File: src/rtl/rom_arbiter.sv
// Two-port round-robin arbiter in front of a one-cycle-latency synchronous ROM.
// Out-of-range reads complete with an error flag without touching the ROM.
module rom_arbiter #(
    parameter int DWIDTH     = 32,
    parameter int DEPTH_LOG2 = 3
) (
    input  logic              clock,
    input  logic              reset,
    input  logic              req0,
    input  logic [31:0]       addr0,
    input  logic              req1,
    input  logic [31:0]       addr1,
    output logic              ack0,
    output logic [DWIDTH-1:0] data0,
    output logic              err0,
    output logic              ack1,
    output logic [DWIDTH-1:0] data1,
    output logic              err1,
    output logic              rom_rd,
    output logic [31:0]       rom_addr,
    input  logic [DWIDTH-1:0] rom_data,
    output logic [15:0]       stall_cnt
);

    logic        inflight_q, inflight_d;
    logic        owner_q, owner_d;
    logic        err_q, err_d;
    logic        last_q, last_d;
    logic [15:0] stall_cnt_q, stall_cnt_d;

    logic        elig0, elig1;
    logic        grant, grant_port, in_range;
    logic [31:0] grant_addr;

    always_comb begin
        ack0  = inflight_q && !owner_q;
        ack1  = inflight_q && owner_q;
        err0  = ack0 && err_q;
        err1  = ack1 && err_q;
        data0 = (ack0 && !err_q) ? rom_data : '0;
        data1 = (ack1 && !err_q) ? rom_data : '0;
    end

    // A port whose read completes this cycle is not eligible, so a tie always
    // means neither port is in flight and the pointer picks the other port.
    always_comb begin
        elig0      = req0 && !ack0;
        elig1      = req1 && !ack1;
        grant      = elig0 || elig1;
        grant_port = (elig0 && elig1) ? !last_q : elig1;
        grant_addr = grant_port ? addr1 : addr0;
        in_range   = (grant_addr >> DEPTH_LOG2) == 32'd0;
        rom_rd     = grant && in_range && !reset;
        rom_addr   = rom_rd ? grant_addr : 32'd0;
    end

    always_comb begin
        inflight_d  = grant;
        owner_d     = grant_port;
        err_d       = grant && !in_range;
        last_d      = grant ? grant_port : last_q;
        stall_cnt_d = stall_cnt_q;
        if (elig0 && elig1 && stall_cnt_q != 16'hFFFF) begin
            stall_cnt_d = stall_cnt_q + 16'd1;
        end
    end

    always_ff @(posedge clock or posedge reset) begin
        if (reset) begin
            inflight_q  <= 1'b0;
            owner_q     <= 1'b0;
            err_q       <= 1'b0;
            last_q      <= 1'b1;
            stall_cnt_q <= 16'd0;
        end else begin
            inflight_q  <= inflight_d;
            owner_q     <= owner_d;
            err_q       <= err_d;
            last_q      <= last_d;
            stall_cnt_q <= stall_cnt_d;
        end
    end

    assign stall_cnt = stall_cnt_q;

endmodule

File: config.mk
export PLATFORM = sky130hd
export DESIGN_NAME = rom_arbiter
export DESIGN_NICKNAME = d
export VERILOG_FILES = /design/src/rtl/rom_arbiter.sv
export SDC_FILE = /design/constraint.sdc
export NUM_CORES = 1
export LEC_CHECK = 0
export ABC_CLOCK_PERIOD_IN_PS = 1600
export CAP_MARGIN = 20
export CORE_ASPECT_RATIO = 0.9
export CORE_MARGIN = 2
export CORE_UTILIZATION = 25
export DETAILED_ROUTE_END_ITERATION = 12
export PLACE_DENSITY = 0.79
export SKIP_CTS_REPAIR_TIMING = 1
export SLEW_MARGIN = 10
export SYNTH_ARGS = -nofsm -noshare
export SYNTH_HDL_FRONTEND = slang
export SYNTH_SLANG_ARGS = --single-unit
File: constraint.sdc
create_clock -name clock -period 1.6 [get_ports clock]
set_clock_uncertainty 0.05 [all_clocks]
set_input_delay 0.32 -clock clock [delete_from_list [all_inputs] [get_ports clock]]
set_output_delay 0.32 -clock clock [all_outputs]
set_load 0.005 [all_outputs]
==> impl_metrics.env, run 1 <==
export IMPL_synth_cell_types=35
export IMPL_path_max_fanout=4
export IMPL_syn_area_per_cell_sq_um=8.15
export IMPL_end_kind="output port"
export IMPL_fp_dieArea_sq_um=8080
export IMPL_irDropWorstVdd_mv=0.471
export IMPL_status="finished, violations left"
export IMPL_antenna_found_initial=0
export IMPL_routedWlPerCell_microns=16.0
export IMPL_via_count=2592
export IMPL_cp_required_ns=1.23
export IMPL_drv_slew=0
export IMPL_placed_area_sq_um=3990
export IMPL_rr_startpoint="inflight_q"
export IMPL_drt_met1_wl_mm=3.40
export IMPL_grt_usage_pct=16.5
export IMPL_ys_seq_area_share_pct=27.2
export IMPL_place_gp_congestion=0.808
export IMPL_postSynthCellCount=226
export IMPL_worstHoldPathType="in2async"
export IMPL_drc=0
export IMPL_io_buffers=187
export IMPL_violations="setup timing"
export IMPL_finalSetupTns_ns=-32.90
export IMPL_startpoint_type="input pin"
export IMPL_cp_arrival_ns=1.95
export IMPL_htreeDepth=1
export IMPL_cts_root_buf="clkbuf_8"
export IMPL_clk_latency_ns=0.26
export IMPL_grt_max_degree=33
export IMPL_hpwl_mm=6.13
export IMPL_period_share_pct=145
export IMPL_r2r_cells=6
export IMPL_rsz0062_at_grt="yes"
export IMPL_area_delta_synth_final_pct=167
export IMPL_num_rows=29
export IMPL_coreArea_sq_um=7110
export IMPL_initial_core_util_pct=25.9
export IMPL_layout_setup_ws_ns=-0.724
export IMPL_gr_total_overflow=0
export IMPL_path_clk_slew_ns=0.08
export IMPL_p_per_area_nw_per_um2=581
export IMPL_drtIter0Drc=47
export IMPL_min_period_ns=2.32
export IMPL_viasPerCell=4.45
export IMPL_n_fill_cell=523
export IMPL_holdWs_ns=0.388
export IMPL_cts_tree="done"
export IMPL_fin_area_sq_um=4910
export IMPL_p_int_mw=2.03
export IMPL_fp_dieW_microns=94.5
export IMPL_place_ws_ns=-1.03
export IMPL_crit_type="in2out"
export IMPL_grt_pass1_vias=2204
export IMPL_yosysWarnings=0
export IMPL_setup_viol=76
export IMPL_wl_mm=9.31
export IMPL_max_cap_violations=0
export IMPL_cts_made_buffers=3
export IMPL_nets=591
export IMPL_power_switching_mw=0.827
export IMPL_antenna_left=0
export IMPL_diodes=0
export IMPL_firstDrtPassIters=4
export IMPL_clk_path_buf_depth=2
export IMPL_timing_rr_end="stall_cnt[13]"
export IMPL_grt_pass1_wl_mm=10.7
export IMPL_numClockSinks=20
export IMPL_seqPwrFrac_pct=23.4
export IMPL_maxUsedRoutingLayer="met4"
export IMPL_syn_area_sq_um=1840
export IMPL_wl_met2_mm=5.10
export IMPL_clock_power_share_pct=17.7
export IMPL_regArea_sq_um=507
export IMPL_max_freq_mhz=430
export IMPL_layout_drive_gt1_share_pct=48.5
export IMPL_multi_input_area_sq_um=1480
export IMPL_ys_seq_elements=20
export IMPL_io_pins=217
export IMPL_swShare_pct=29.0
export IMPL_fin_cells=582
export IMPL_combPwrFrac_pct=59.0
export IMPL_dp_cells=532
export IMPL_regToRegSetupSlack_ns=-0.13
export IMPL_hold_viol_final=0
export IMPL_chipHeight_microns=85.5
export IMPL_met3_length_microns=625
export IMPL_p_leak_nw=2.66
-- how the worst max path moves through the flow --
stage,start,end,depth (start not counted)
2_1_floorplan,last_q,rom_addr[0],6
5_1_grt,addr1[23],rom_addr[0],7
3_5_place_dp,addr1[14],rom_addr[2],6
6_report,addr0[19],rom_addr[2],8
3_3_place_gp,addr1[14],rom_addr[0],6
4_1_cts,addr1[15],rom_addr[2],6
-- cells by family after synthesis --
kind of cell,count (synthesis),share of synthesized area [%]
XOR/XNOR,12,5.70
flip-flops,20,27.2
AO/OA/AOI/OAI,12,4.48
AND/OR/NAND/NOR,132,44.3
buffers and inverters,43,14.7
adder cells (fa/ha/maj),1,0.679
multiplexers,5,2.78
other,1,0.203
-- power groups by stage --
stage | Combinational (mW) | Clock, mW | Sequential [mW]
4_1_cts | 1.26 | 0.512 | 0.662
6_report | 1.68 | 0.505 | 0.667
3_3_place_gp | 1.23 | 0 | 0.670
5_1_grt | 1.79 | 0.537 | 0.679
3_5_place_dp | 1.25 | 0 | 0.671
2_1_floorplan | 0.377 | 0 | 0.704
-- synth_stat cells, drive strengths merged --
library cell,n,area [sq um]
and2b,2,15.0
dfrtp,19,475
nor2b,2,12.5
nand3,11,60.1
a31oi,2,12.5
buf,29,218
xnor2,10,87.6
nor3,6,30.0
inv,8,30.0
o21a,2,15.0
o31a,1,8.76
ha,1,12.5
nand4,8,50.1
dfstp,1,26.3
and3,3,18.8
o211ai,2,15.0
or3,1,11.3
mux2i,4,40.0
and4,1,8.76
nor2,13,48.8
nor4,13,87.6
a21oi,4,20.0
nor4b,1,23.8
nand2,4,15.0
and2,65,407
o221a,1,11.3
conb,1,3.75
mux2,1,11.3
xor2,2,17.5
clkbuf,6,22.5
nand3b,2,27.5
-- cell type report --
class / count / area share [%]
Clock buffer: 3 / 0.840
Clock inverter: 1 / 0.611
Inverter: 8 / 0.611
Multi-Input combinational cell: 191 / 30.2
Timing Repair Buffer: 266 / 55.1
Sequential cell: 20 / 10.3
Tap cell: 93 / 2.37
-- cells in the final DEF, fill, tap and decap left out, types with 2 or more instances in the layout --
cell type and count:
and2_4 47, nand3_4 3, conb_1 29, clkdlybuf4s50_1 91, o211ai_1 2, nand3_2 2
buf_2 8, nor2_2 3, mux2i_1 4, xor2_1 2, xnor2_1 7, o21a_1 2
buf_6 68, nor4_2 7, nand3_1 6, nor3_2 4, buf_12 3, a21oi_2 3
a31oi_1 2, nand2_1 2, nand4_1 8, and3_1 3, dlymetal6s2s_1 32, and2_1 18
clkbuf_16 4, buf_4 47, inv_1 7, nor4_1 5, dfrtp_1 15, nor3_1 2
xnor2_2 3, dfrtp_2 4, clkbuf_2 12, clkbuf_8 3, nor2_1 9
-- sequential cells by signal, summed over array words and instances, names as in the netlist --
signal	cells
err_q	1
last_q	1
stall_cnt	16
owner_q	1
inflight_q	1
-- worst max-delay path: stages --
cell,delay [ns]
clkdlybuf4s50_1,0.43
nor4_1,0.29
and3_1,0.22
nand4_1,0.08
o31a_1,0.17
buf_6,0.14
nor3_2,0.17
buf_2,0.13
-- layer usage --
| layer | GRT usage (%) | vias to the layer above |
|---|---|---|
| li1 | - | 1246 |
| met1 | 19.1 | 1209 |
| met2 | 31.2 | 120 |
| met3 | 2.75 | 17 |
| met4 | 3.82 | 0 |
| met5 | 0 | - |
-- metrics by stage --
stage	util, %	power [mW]
floorplan	-	1.08
global route	69.1	3.01
CTS	57.1	2.43
detailed placement	56.1	1.92
global placement	56.1	1.90
finish	69.1	2.85
No activity file was read; power rests on OpenSTA's default activity.
==> run 2, diff against run 1 <==
--- a/config.mk
+++ b/config.mk
@@ -13,7 +13,7 @@
 export DETAILED_ROUTE_END_ITERATION = 12
 export PLACE_DENSITY = 0.79
 export SKIP_CTS_REPAIR_TIMING = 1
-export SLEW_MARGIN = 10
+export SLEW_MARGIN = 20
 export SYNTH_ARGS = -nofsm -noshare
 export SYNTH_HDL_FRONTEND = slang
 export SYNTH_SLANG_ARGS = --single-unit
==> results of run 2 <==
The final DEF is identical to that of run 1; final timing and power are the same.
==> variant, RTL diff (config.mk and constraints of run 1) <==
The parameter `DWIDTH` goes from 32 to 16.
--- a/src/rtl/rom_arbiter.sv
+++ b/src/rtl/rom_arbiter.sv
@@ -1,7 +1,7 @@
 // Two-port round-robin arbiter in front of a one-cycle-latency synchronous ROM.
 // Out-of-range reads complete with an error flag without touching the ROM.
 module rom_arbiter #(
-    parameter int DWIDTH     = 32,
+    parameter int DWIDTH     = 16,
     parameter int DEPTH_LOG2 = 3
 ) (
     input  logic              clock,
Interface: changed (resized data0, data1 and rom_data); port bits go from 217 to 169. No check against the original RTL was run, so the function may have changed too.
==> variant against run 1 <==
- clock power decreased by 31%
- synthesized area down 10%
- worst setup slack better by 230 ps
- sequential share of layout area rose by 2.5 points
- fmax increased by 11%
- non-clock buffer count is 76 lower
- count of clock-buffer cells in the layout is 1 higher
- cell area shrank 20%
- critical path depth decreased by 1
- wire length fell by 28%
- the flow still finishes with violations (negative setup slack)
- power is 24% lower
- critical path type is now reg -> out
- sequential cell count unchanged
==> variant: results (changes against run 1) <==
stage;metric;value;unit;change
detailed_routing;route.detailed.wl_per_inst;14.1;um;was 16.0 um
placement;port_buffers;139;;was 187
placement;pre_cts_ws;-1070;ps;was -1030 ps
global_routing;grt_pass1_wl;8.48;mm;was 10.7 mm
synthesis;postSynthCellCount;195;;was 226
cells_and_area;final.fill_count;522;;was 523
cells_and_area;finalNetCount;470;;was 591
synthesis;synthTopCellsByArea;sky130_fd_sc_hd__dfrtp_1 29%, sky130_fd_sc_hd__and2_1 14%, sky130_fd_sc_hd__buf_4 13%, sky130_fd_sc_hd__nor4_1 4.5%, sky130_fd_sc_hd__xor2_1 4.2%;;was sky130_fd_sc_hd__dfrtp_1 26%, sky130_fd_sc_hd__and2_1 22%, sky130_fd_sc_hd__buf_4 12%, sky130_fd_sc_hd__xnor2_1 4.8%, sky130_fd_sc_hd__nor4_1 4.1%
setup_path;worst_r2r_startpoint;inflight_q;;unchanged
setup_path;worstPathArrival;1720;ps;was 1950 ps
global_routing;grt_pass1_vias;1854;;was 2204
detailed_routing;postRouteWirelength;6.68;mm;was 9.31 mm
setup_path;timing.reg2reg.setup_slack;-170;ps;was -130 ps
global_routing;grt_use_total;14.1;%;was 16.5%
placement;place.detailed.instances;445;;was 532
power;vdd.ir_drop.worst;0.281;mV;was 0.471 mV
global_routing;grt_start_max_net_pins;21;;was 33
outcome;run_status;complete, but fails checks;;unchanged
synthesis;ys_types;40;;was 35
placement;dpl-instance-area;0.00324;mm^2;was 0.00399 mm^2
outcome;failing_checks;negative setup slack;;unchanged
timing;hold_ws;410;ps;was 388 ps
synthesis;synth_common_cells;36 x sky130_fd_sc_hd__and2_1, 29 x sky130_fd_sc_hd__buf_4, 19 x sky130_fd_sc_hd__dfrtp_1, 12 x sky130_fd_sc_hd__nor4_1;;was 65 x sky130_fd_sc_hd__and2_1, 29 x sky130_fd_sc_hd__buf_4, 19 x sky130_fd_sc_hd__dfrtp_1, 13 x sky130_fd_sc_hd__nor2_1, 12 x sky130_fd_sc_hd__nor4_1
power;power.leakage;0.00218;uW;was 0.00266 uW
cells_and_area;fin_area;0.00395;mm^2;was 0.00491 mm^2
timing;final-setup-viol-count;42;;was 76
setup_path;reg2reg_to;stall_cnt[15];;was stall_cnt[13]
cells_and_area;drive_gt1_share;45.3;%;was 48.5%
setup_path;timing.reg2reg.worst_path_depth;5;;was 6
setup_path;cp_slowest_stage_delay;470;ps;was 430 ps
placement;detailedPlacementHpwl;4.77;mm;was 6.13 mm
placement;finalWeightedCongestion;0.771;;was 0.808
setup_path;worst_path_max_delay_cell;sky130_fd_sc_hd__dfrtp_2;;was sky130_fd_sc_hd__clkdlybuf4s50_1
detailed_routing;vias;2085;;was 2592
synthesis;ys_seq_area_share;30.3;%;was 27.2%
timing;postLayoutSetupSlackWorst;-491;ps;was -724 ps
setup_path;crit_path_max_fanout;7;;was 4
variant: cell count changes in the layout (fill, tap and decap cells not counted), sizes merged, moves of 8 or more:
cell,run 1,this run
buf,127,81
clkdlybuf4s50,91,61
and2,65,36
dlymetal6s2s,32,41
clkbuf,19,11
variant: worst max-delay path by stage:
| stage | start | end | slack [ps] | cells past startpoint |
|---|---|---|---|---|
| 2_1_floorplan | stall_cnt[0] | stall_cnt[1] | -1 | 5 |
| 3_3_place_gp | req1 | rom_addr[2] | -990 | 7 |
| 3_5_place_dp | req1 | rom_addr[2] | -1070 | 7 |
| 4_1_cts | req1 | rom_addr[2] | -1090 | 7 |
| 5_1_grt | owner_q | rom_addr[2] | -540 | 7 |
| 6_report | inflight_q | data0[0] | -490 | 7 |
variant: layout make-up:
cell class,instances,area share [%]
timing repair buffer,190,49.4
multi-input combinational,166,33.4
sequential,20,12.8
tap,90,2.85
clock buffer,4,1.14
inverter,4,0.380
variant: per-layer routing:
layer  global-route usage (%)  routed length, um
met5                        0                  0
met4                     4.31                 76
met3                     2.60                390
met2                     26.6               3520
met1                     16.6               2700
variant: cell families (layout without fill, tap and decap cells):
logic type / Yosys count / in the layout / synth area share, %
muxes: 2 / 2 / 1.51
AOI/OAI and AO/OA: 16 / 16 / 6.65
and+or+nand+nor: 106 / 106 / 39.1
xor gates and xnor gates: 12 / 12 / 6.34
buffers and inverters: 37 / 198 / 15.1
other: 1 / 29 / 0.226
DFF: 20 / 20 / 30.3
adders and majority gates: 1 / 1 / 0.755
variant: power by group:
group | leakage [uW] | internal [uW] | switching, uW | total (uW)
Clock | 0.0000228 | 178 | 171 | 349
Sequential | 0.000250 | 584 | 71.6 | 655
Combinational | 0.00190 | 769 | 403 | 1170
